<file path="config.mk">
export PLATFORM = sky130hd
export DESIGN_NAME = domfreq_peak_finder
export DESIGN_NICKNAME = d
export VERILOG_FILES = /design/src/rtl/domfreq_pkg.sv /design/src/rtl/max_tracker.sv /design/src/rtl/domfreq_peak_finder.sv
export SDC_FILE = /design/constraint.sdc
export NUM_CORES = 1
export LEC_CHECK = 0
export ABC_AREA = 0
export CAP_MARGIN = 25
export CORE_UTILIZATION = 49
export CTS_CLUSTER_DIAMETER = 80
export DETAILED_ROUTE_END_ITERATION = 8
export GPL_ROUTABILITY_DRIVEN = 0
export PLACE_DENSITY = 0.73
export SLEW_MARGIN = 20
export SYNTH_ARGS = -nofsm -noshare
export SYNTH_HDL_FRONTEND = slang
export SYNTH_SLANG_ARGS = --single-unit
</file>
<file path="constraint.sdc">
create_clock -name clk -period 9.89 [get_ports clk]
set_clock_uncertainty 0.1 [all_clocks]
set_input_delay 0.989 -clock clk [delete_from_list [all_inputs] [get_ports clk]]
set_output_delay 0.989 -clock clk [all_outputs]
set_load 0.02 [all_outputs]
</file>
<file path="src/rtl/domfreq_pkg.sv">
// Shared defaults and FSM state encoding for the dominant-frequency peak finder.
package domfreq_pkg;

  localparam int BIN_W_DEF = 10;
  localparam int MAG_W_DEF = 16;

  typedef enum logic [1:0] {
    IDLE   = 2'd0,
    SCAN   = 2'd1,
    REPORT = 2'd2
  } state_t;

endpackage

</file>
<file path="src/rtl/max_tracker.sv">
// Running maximum over the candidate bins of one frame; exposes the post-update
// best so the parent can report in the same edge that accepts the final bin.
module max_tracker
  import domfreq_pkg::*;
#(
  parameter int BIN_W = BIN_W_DEF,
  parameter int MAG_W = MAG_W_DEF
) (
  input  logic             clk,
  input  logic             reset_n,
  input  logic             accept,
  input  logic             restart,
  input  logic             candidate,
  input  logic [BIN_W-1:0] binIdx,
  input  logic [MAG_W-1:0] binMag,
  output logic             nextHas,
  output logic [BIN_W-1:0] nextIdx,
  output logic [MAG_W-1:0] nextMag
);

  logic             hasBest;
  logic [BIN_W-1:0] bestIdx;
  logic [MAG_W-1:0] bestMag;
  logic             baseHas;

  // A restart forgets the previous frame's best before this bin is considered.
  always_comb begin
    baseHas = restart ? 1'b0 : hasBest;
    nextHas = hasBest;
    nextIdx = bestIdx;
    nextMag = bestMag;
    if (accept) begin
      nextHas = baseHas;
      if (candidate && (!baseHas || (binMag > bestMag))) begin
        nextHas = 1'b1;
        nextIdx = binIdx;
        nextMag = binMag;
      end
    end
  end

  always_ff @(posedge clk or negedge reset_n) begin
    if (!reset_n) begin
      hasBest <= 1'b0;
      bestIdx <= '0;
      bestMag <= '0;
    end else begin
      hasBest <= nextHas;
      bestIdx <= nextIdx;
      bestMag <= nextMag;
    end
  end

endmodule

</file>
<file path="src/rtl/domfreq_peak_finder.sv">
// Finds the strongest in-window spectrum bin of each frame and reports it once
// per frame when it clears the noise floor.
module domfreq_peak_finder
  import domfreq_pkg::*;
#(
  parameter int BIN_W = BIN_W_DEF,
  parameter int MAG_W = MAG_W_DEF
) (
  input  logic             clk,
  input  logic             reset_n,
  input  logic             bin_valid,
  input  logic [MAG_W-1:0] bin_mag,
  input  logic             bin_last,
  input  logic [BIN_W-1:0] min_bin,
  input  logic [BIN_W-1:0] max_bin,
  input  logic [MAG_W-1:0] noise_floor,
  output logic [BIN_W-1:0] peak,
  output logic [MAG_W-1:0] peak_mag,
  output logic             newDomFreq,
  output logic             frame_err,
  output logic             busy,
  output state_t           dbgState
);

  // Handshake: bin_valid alone qualifies a bin (no ready); bin_last is only
  // meaningful when bin_valid is high.

  state_t           state;
  logic [BIN_W-1:0] binIdx;
  logic [BIN_W-1:0] minQ, maxQ;
  logic [MAG_W-1:0] floorQ;

  logic             overflow, newFrame, candidate;
  logic [BIN_W-1:0] curIdx, effMin, effMax;
  logic [MAG_W-1:0] effFloor;
  logic             nextHas;
  logic [BIN_W-1:0] nextIdx;
  logic [MAG_W-1:0] nextMag;

  // Index 0 uses the live window inputs; later bins use the values sampled then.
  assign overflow  = (state == SCAN) && (binIdx == {BIN_W{1'b1}});
  assign newFrame  = (state != SCAN) || overflow;
  assign curIdx    = newFrame ? '0 : binIdx + 1'b1;
  assign effMin    = newFrame ? min_bin : minQ;
  assign effMax    = newFrame ? max_bin : maxQ;
  assign effFloor  = newFrame ? noise_floor : floorQ;
  assign candidate = (curIdx >= effMin) && (curIdx <= effMax);
  assign busy      = (state == SCAN);
  assign dbgState  = state;

  max_tracker #(.BIN_W(BIN_W), .MAG_W(MAG_W)) u_tracker (
    .clk       (clk),
    .reset_n   (reset_n),
    .accept    (bin_valid),
    .restart   (newFrame),
    .candidate (candidate),
    .binIdx    (curIdx),
    .binMag    (bin_mag),
    .nextHas   (nextHas),
    .nextIdx   (nextIdx),
    .nextMag   (nextMag)
  );

  always_ff @(posedge clk or negedge reset_n) begin
    if (!reset_n) begin
      state      <= IDLE;
      binIdx     <= '0;
      minQ       <= '0;
      maxQ       <= '0;
      floorQ     <= '0;
      peak       <= '0;
      peak_mag   <= '0;
      newDomFreq <= 1'b0;
      frame_err  <= 1'b0;
    end else begin
      newDomFreq <= 1'b0;
      frame_err  <= 1'b0;
      if (bin_valid) begin
        binIdx    <= curIdx;
        frame_err <= overflow;
        if (newFrame) begin
          minQ   <= min_bin;
          maxQ   <= max_bin;
          floorQ <= noise_floor;
        end
        if (bin_last) begin
          state <= REPORT;
          if (nextHas && (nextMag >= effFloor)) begin
            peak       <= nextIdx;
            peak_mag   <= nextMag;
            newDomFreq <= 1'b1;
          end
        end else begin
          state <= SCAN;
        end
      end else if (state == REPORT) begin
        state <= IDLE;
      end
    end
  end

endmodule

</file>
# Word level (Yosys, flattened, before mapping)
# Cells that the tools add are included.
dict set report totals {
  out_inout_bits 31
  inputBits 56
  word_cells 48
  regBits 103
}
dict set report classes {
  n_reduce_logical 9
  muxes 18
  add_sub_neg 1
  magnitude_cmp 4
  eq_ne 4
}
# op count
set ops {}
lappend ops {{$mux W10} 5}
lappend ops {{$mux W16} 3}
lappend ops {{$ge A16 B16 Y1} 1}
lappend ops {{$gt A16 B16 Y1} 1}
lappend ops {{$add A10 B1 Y10 const B} 1}
lappend ops {{$eq A10 B10 Y1 const B} 1}
lappend ops {{$ge A10 B10 Y1} 1}
lappend ops {{$le A10 B10 Y1} 1}
lappend ops {{$mux W1} 7}
lappend ops {{$mux W2} 3}
lappend ops {{$logic_and A1 B1 Y1} 4}
lappend ops {{$reduce_and A3 Y1} 1}
lappend ops {{$eq A2 B1 Y1 const B} 1}
lappend ops {{$eq A2 B2 Y1 const B} 1}
lappend ops {{$logic_or A1 B1 Y1} 2}
lappend ops {{$ne A2 B1 Y1 const B} 1}
lappend ops {{$reduce_bool A2 Y1} 1}
lappend ops {{$logic_not A1 Y1} 1}

# Depth between registers and ports, before layout
dict set report depth {
  depth_word 14
  ltp_mapped 26
}

# Cells and area by module
# Synthesis repeated with hierarchy kept, for this count alone.
dict set report hier_totals {
  cells_unflattened 580
  area_unflattened_um2 6402.4
}
# module n_inst cells_each seq_area_each_um2 area_per_inst_um2
set modules_own_cells {}
lappend modules_own_cells {domfreq_peak_finder 1 356 1901.8 4379.2}
lappend modules_own_cells {max_tracker 1 224 675.6 2023.2}

# Worst setup path after synthesis
# OpenSTA, ideal clock, no wires.
dict set report synth_timing {
  path_type {reg2reg}
  from {reg binIdx[0]}
  to {reg peak_mag[10]}
  setup_time_ns 0.125
  stages_incl_launch_ff 26
  arrival_ns 5.656
  path_buffers 5
  setup_slack_ns 4.009
  cell_sequence {dfrtp_1 ha_1 and4_1 and3_1 nor2_1 buf_1 buf_1 mux2i_1 ha_1 nand4_1 nor3_1 nand2b_1 o311a_1 clkbuf_1 nand3_1 o211ai_2 ha_1 a21o_1 a21o_1 a21oi_1 o21ai_0 a21o_1 and3_1 buf_2 buf_2 mux2_4}
}
dict set report synth_between {
  elab_chain_len 12
  elab_cells_between_ends 22
  classes_between {add/sub (1); order compare (3); eq/ne (1); mux (9); reduce/logical (8)}
}
# item line
set synth_rtl {}
lappend synth_rtl {{start: declaration} domfreq_peak_finder.sv:29} ;# logic [BIN_W-1:0] binIdx;
lappend synth_rtl {{start signal: assignment} domfreq_peak_finder.sv:79} ;# binIdx <= curIdx;
lappend synth_rtl {{parallel branches: the longest is 6 deep, another holds $add A10 B1 Y10} -}
lappend synth_rtl {{$logic_and A1 B1 Y1 (*)} max_tracker.sv:34} ;# if (candidate && (!baseHas || (binMag > bestMag))) begin
lappend synth_rtl {{$mux W16 (*)} max_tracker.sv:34}
lappend synth_rtl {{$mux W16 (*)} max_tracker.sv:32} ;# if (accept) begin
lappend synth_rtl {{net nextMag[13]} domfreq_peak_finder.sv:38} ;# logic [MAG_W-1:0] nextMag;
lappend synth_rtl {{$ge A16 B16 Y1 (*)} domfreq_peak_finder.sv:88} ;# if (nextHas && (nextMag >= effFloor)) begin
lappend synth_rtl {{$logic_and A1 B1 Y1 (*)} domfreq_peak_finder.sv:88}
lappend synth_rtl {{$reduce_and A3 Y1 (no source line) (*)} -}
lappend synth_rtl {{end signal: assignment} domfreq_peak_finder.sv:90} ;# peak_mag <= nextMag;
lappend synth_rtl {{end: declaration} domfreq_peak_finder.sv:18} ;# output logic [MAG_W-1:0] peak_mag,
# Mark *: on every way through the listed nets, which the timed path passes.
# A chain may end at the register's enable or synchronous reset.

# Worst setup path in the final report
dict set report layout_timing {
  from {in bin_mag[9]}
  to {reg peak_mag[15]}
}
dict set report layout_between {
  elab_chain_len 8
  elab_cells_between_ends 10
  classes_between {order compare (2); mux (4); reduce/logical (4)}
}
# item line
set layout_rtl {}
lappend layout_rtl {{start: declaration} domfreq_peak_finder.sv:12} ;# input logic [MAG_W-1:0] bin_mag,
lappend layout_rtl {{$gt A16 B16 Y1} max_tracker.sv:34}
lappend layout_rtl {{$logic_or A1 B1 Y1} max_tracker.sv:34}
lappend layout_rtl {{$logic_and A1 B1 Y1} max_tracker.sv:34}
lappend layout_rtl {{$mux W16} max_tracker.sv:34}
lappend layout_rtl {{$mux W16} max_tracker.sv:32}
lappend layout_rtl {{net nextMag[6]} domfreq_peak_finder.sv:38}
lappend layout_rtl {{$ge A16 B16 Y1} domfreq_peak_finder.sv:88}
lappend layout_rtl {{$logic_and A1 B1 Y1} domfreq_peak_finder.sv:88}
lappend layout_rtl {{$reduce_and A3 Y1 (no source line)} -}
# The timed path passes the listed nets, and every way through them passes these cells.

==> metrics.md <==
| Metric | Value |
|---|---|
| Outcome | complete, no violations |
| Post-synthesis cell count | 553 |
| Iteration-0 DRC Markers | 206 |
| YS warnings | 0 |
| DRC viols | 0 |
| Seq cells post-synth | 103 |
| Proportion of layout cells with a drive suffix above 1 | 0.157 |
| Critical path's largest stage delay | 790 ps |
| Post-synth EDFFs | 0 |
| Post-synthesis cell type count | 43 |
| Int Power | 0.886 mW |
| Die ar. | 0.0128 sq mm |
| Starting Density | 0.503 |
| Buf/Inv on CP | 2 |
| Die outline width | 113 um |
| Global-route wire length before repair | 23100 um |
| Share of the synthesized area in the top cell type | 0.427 |
| Design Area, Final | 0.00735 sq mm |
| CP startpoint kind | primary input |
| Setup TNS Final | 0 ps |
| Slew @ Worst Pin | 852 ps |
| Power share of the clock group | 0.315 |
| WL per Instance | 18.3 um |
| Number of routed nets with antenna violations | 0 |
| Critical path arrival | 6730 ps |
| Post-CTS Resized | 0 |
| Largest cells by area after synthesis | dfrtp_1 (43%), ha_1 (11%), mux2_2 (9.5%), mux2i_1 (5.6%), o21ai_0 (2.8%) |
| Commonest non-fill, non-tap cell in the layout | dfrtp_1 |
| Hold slack | 405 ps |
| Clock buffer count from CTS | 9 |
| Largest fanout on the critical path | 27 |
| Nets | 736 |
| Fmax | 152 MHz |
| Largest net degree at the start of global routing | 81 |
| Initial antenna violation count | 0 |
| Net Sw Power | 0.383 mW |
| Total wire length | 14200 um |
| Placed Instance Area | 0.00700 sq mm |
| Cell mode on critical path | ha_1 |
| Async set-reset flop share out of synthesis | 1.00 |
| # diodes | 0 |
| CTS max path bufs | 2 |
| Vias | 4605 |
| Sequential power share | 0.406 |
| Die Y | 113 um |
| Maximum VDD drop | 0.0827 mV |
| Sequential share of the synthesized area | 0.427 |
| P_leak | 3.35 nW |
| Setup violations, final | 0 |
| Total GRT Usage | 0.236 |
| Post-Syn Nets | 662 |
| CP required | 10030 ps |
| Hold Buf Count CTS | 0 |
| Final worst path period need | 6590 ps |
| Max cap viols | 0 |
| Vias per cell | 5.91 |
| Post-CTS Setup Bufs | 0 |
| Crit Path Class | primary input to register |
| Final Hold Fails | 0 |
| Period utilization | 0.667 |
| Yosys top cell by area | dfrtp_1 |
| Worst-Skew Late Latency | 350 ps |
| Most frequent cells in the layout | dfrtp_1 (103), clkdlybuf4s50_1 (85), ha_1 (53) |
| Cells along the critical path | clkdlybuf4s50_1 > ha_1 > nand4_1 > or4_1 > or3_1 > a21oi_4 > o211ai_1 > ha_1 > o21a_1 > nor2_1 > nor4_1 > a21o_1 > and3_1 > buf_4 > mux2_2 |
| Worst min path class | register to register |
| Final Slew Violations | 0 |
| Cell area power density | 173 mW/mm^2 |
| Global route overflow | 0 |
| Top FF cell, synth | dfrtp_1 |
| IO Pins | 87 |
| DR pass1 iterations | 6 |
| Combinational fraction of design power | 0.278 |
| RSZ-0062 raised after global routing | false |
| CTS Root Cell | clkbuf_16 |
| Clk sink count | 103 |
| H-tree depth | 3 |
| Mapped cell area | 0.00604 sq mm |
| CTS tree | done |
| FP Rows | 40 |
| Vias in the first global route | 4463 |
| Clk slew on worst S/H paths | 70 ps |
| Critical path's top delay family | simple AND/OR/NAND/NOR gates |
| Setup crit end kind | register |
| DP HPWL | 10400 um |
| Synthesis-to-finish area growth | 21.7% |
| Max_slew headroom | 0.430 |
| Slowest stage cell, crit path | a21oi_4 |
| Switching part of the total | 0.302 |
| Mapped Avg Cell Area | 10.9 sq um |
| Port bufs | 86 |
| Core ar. | 0.0120 sq mm |
final cells by class:
cell class                      instances  area [sq um]
Fill cell                             997          4660
Multi-Input combinational cell        400          3260
Sequential cell                       103          2580
Timing Repair Buffer                   93           915
Clock buffer                           11           253
Tap cell                              147           184
Clock inverter                          5          86.3
Inverter                               20          75.1
registers in the layout, summed over array words and instances, names as in the netlist:
signal	flops
binIdx	10
dbgState	2
floorQ	16
frame_err	1
maxQ	10
minQ	10
newDomFreq	1
peak	10
peak_mag	16
u_tracker.bestIdx	10
u_tracker.bestMag	16
u_tracker.hasBest	1
final timing paths:
kind                                         from               endpoint  slack [ps]  cells past startpoint
min in group asynchronous                 reset_n            dbgState[1]         430                      1
worst min register to register  u_tracker.hasBest      u_tracker.hasBest         410                      2
worst max register to register          binIdx[0]           peak_mag[15]        3310                     22
max in group asynchronous                 reset_n  u_tracker.bestMag[11]        8250                      2
worst min-delay path            u_tracker.hasBest      u_tracker.hasBest         410                      2
worst max-delay path                   bin_mag[9]           peak_mag[15]        3300                     15
worst reg2reg max path, delay by kind of cell, from the launching register on:
kind	cells	cell delay, ps
and+or+nand+nor	10	2880
AOI/OAI and AO/OA	6	1210
adders and majority gates	3	800
buffers and inverters	2	670
DFF	1	440
muxes	1	370
metrics by stage:
step	power [mW]	std cells	setup WS, ps	util
after global routing	1.34	779	2960	0.612
after detailed placement	0.874	763	2960	0.583
after global placement	0.860	763	3040	0.583
final	1.27	779	3300	0.612
after floorplan	0.738	553	4010	-
after CTS	1.28	779	3330	0.611
cell usage after synthesis (2+ instances only):
library cell	n
dfrtp_1	103
ha_1	53
mux2_2	51
nand2_1	41
mux2i_1	34
o21ai_0	34
nand3_1	22
a31oi_1	21
inv_1	19
a21oi_1	18
clkbuf_1	18
nor2_1	16
a211o_1	15
nand4_1	15
o211ai_2	11
mux2_4	10
a21o_1	9
buf_1	5
buf_2	5
nand2b_1	5
o211ai_1	5
and3_1	4
o21a_1	4
xnor2_1	4
xor2_1	4
and2_1	3
nor4_1	3
or3_1	3
a211oi_1	2
and4_1	2
buf_6	2
routing by layer:
metal  global-route usage  part of all wire  wire length, um
met1                0.340              0.47             6720
met2                0.363              0.46             6470
met3               0.0348             0.055              787
met4               0.0868             0.017              240
met5                    0                 0                0
power groups by stage:
stage	Sequential (mW)	Combinational [mW]	Clock (mW)
6_report	0.516	0.353	0.400
5_1_grt	0.523	0.390	0.426
4_1_cts	0.516	0.355	0.406
2_1_floorplan	0.534	0.204	0
3_5_place_dp	0.523	0.351	0
3_3_place_gp	0.520	0.339	0
cells by family (layout without fill, tap and decap cells):
kind of cell | after synthesis | count (layout) | share of synthesized area
and+or+nand+nor | 118 | 118 | 0.0952
muxes | 95 | 95 | 0.176
buffers and inverters | 50 | 129 | 0.0346
adders and majority gates | 53 | 53 | 0.110
DFF | 103 | 103 | 0.427
AOI/OAI and AO/OA | 126 | 126 | 0.145
xor gates and xnor gates | 8 | 8 | 0.0116
Note: power is estimated with default switching activity, not from simulation.
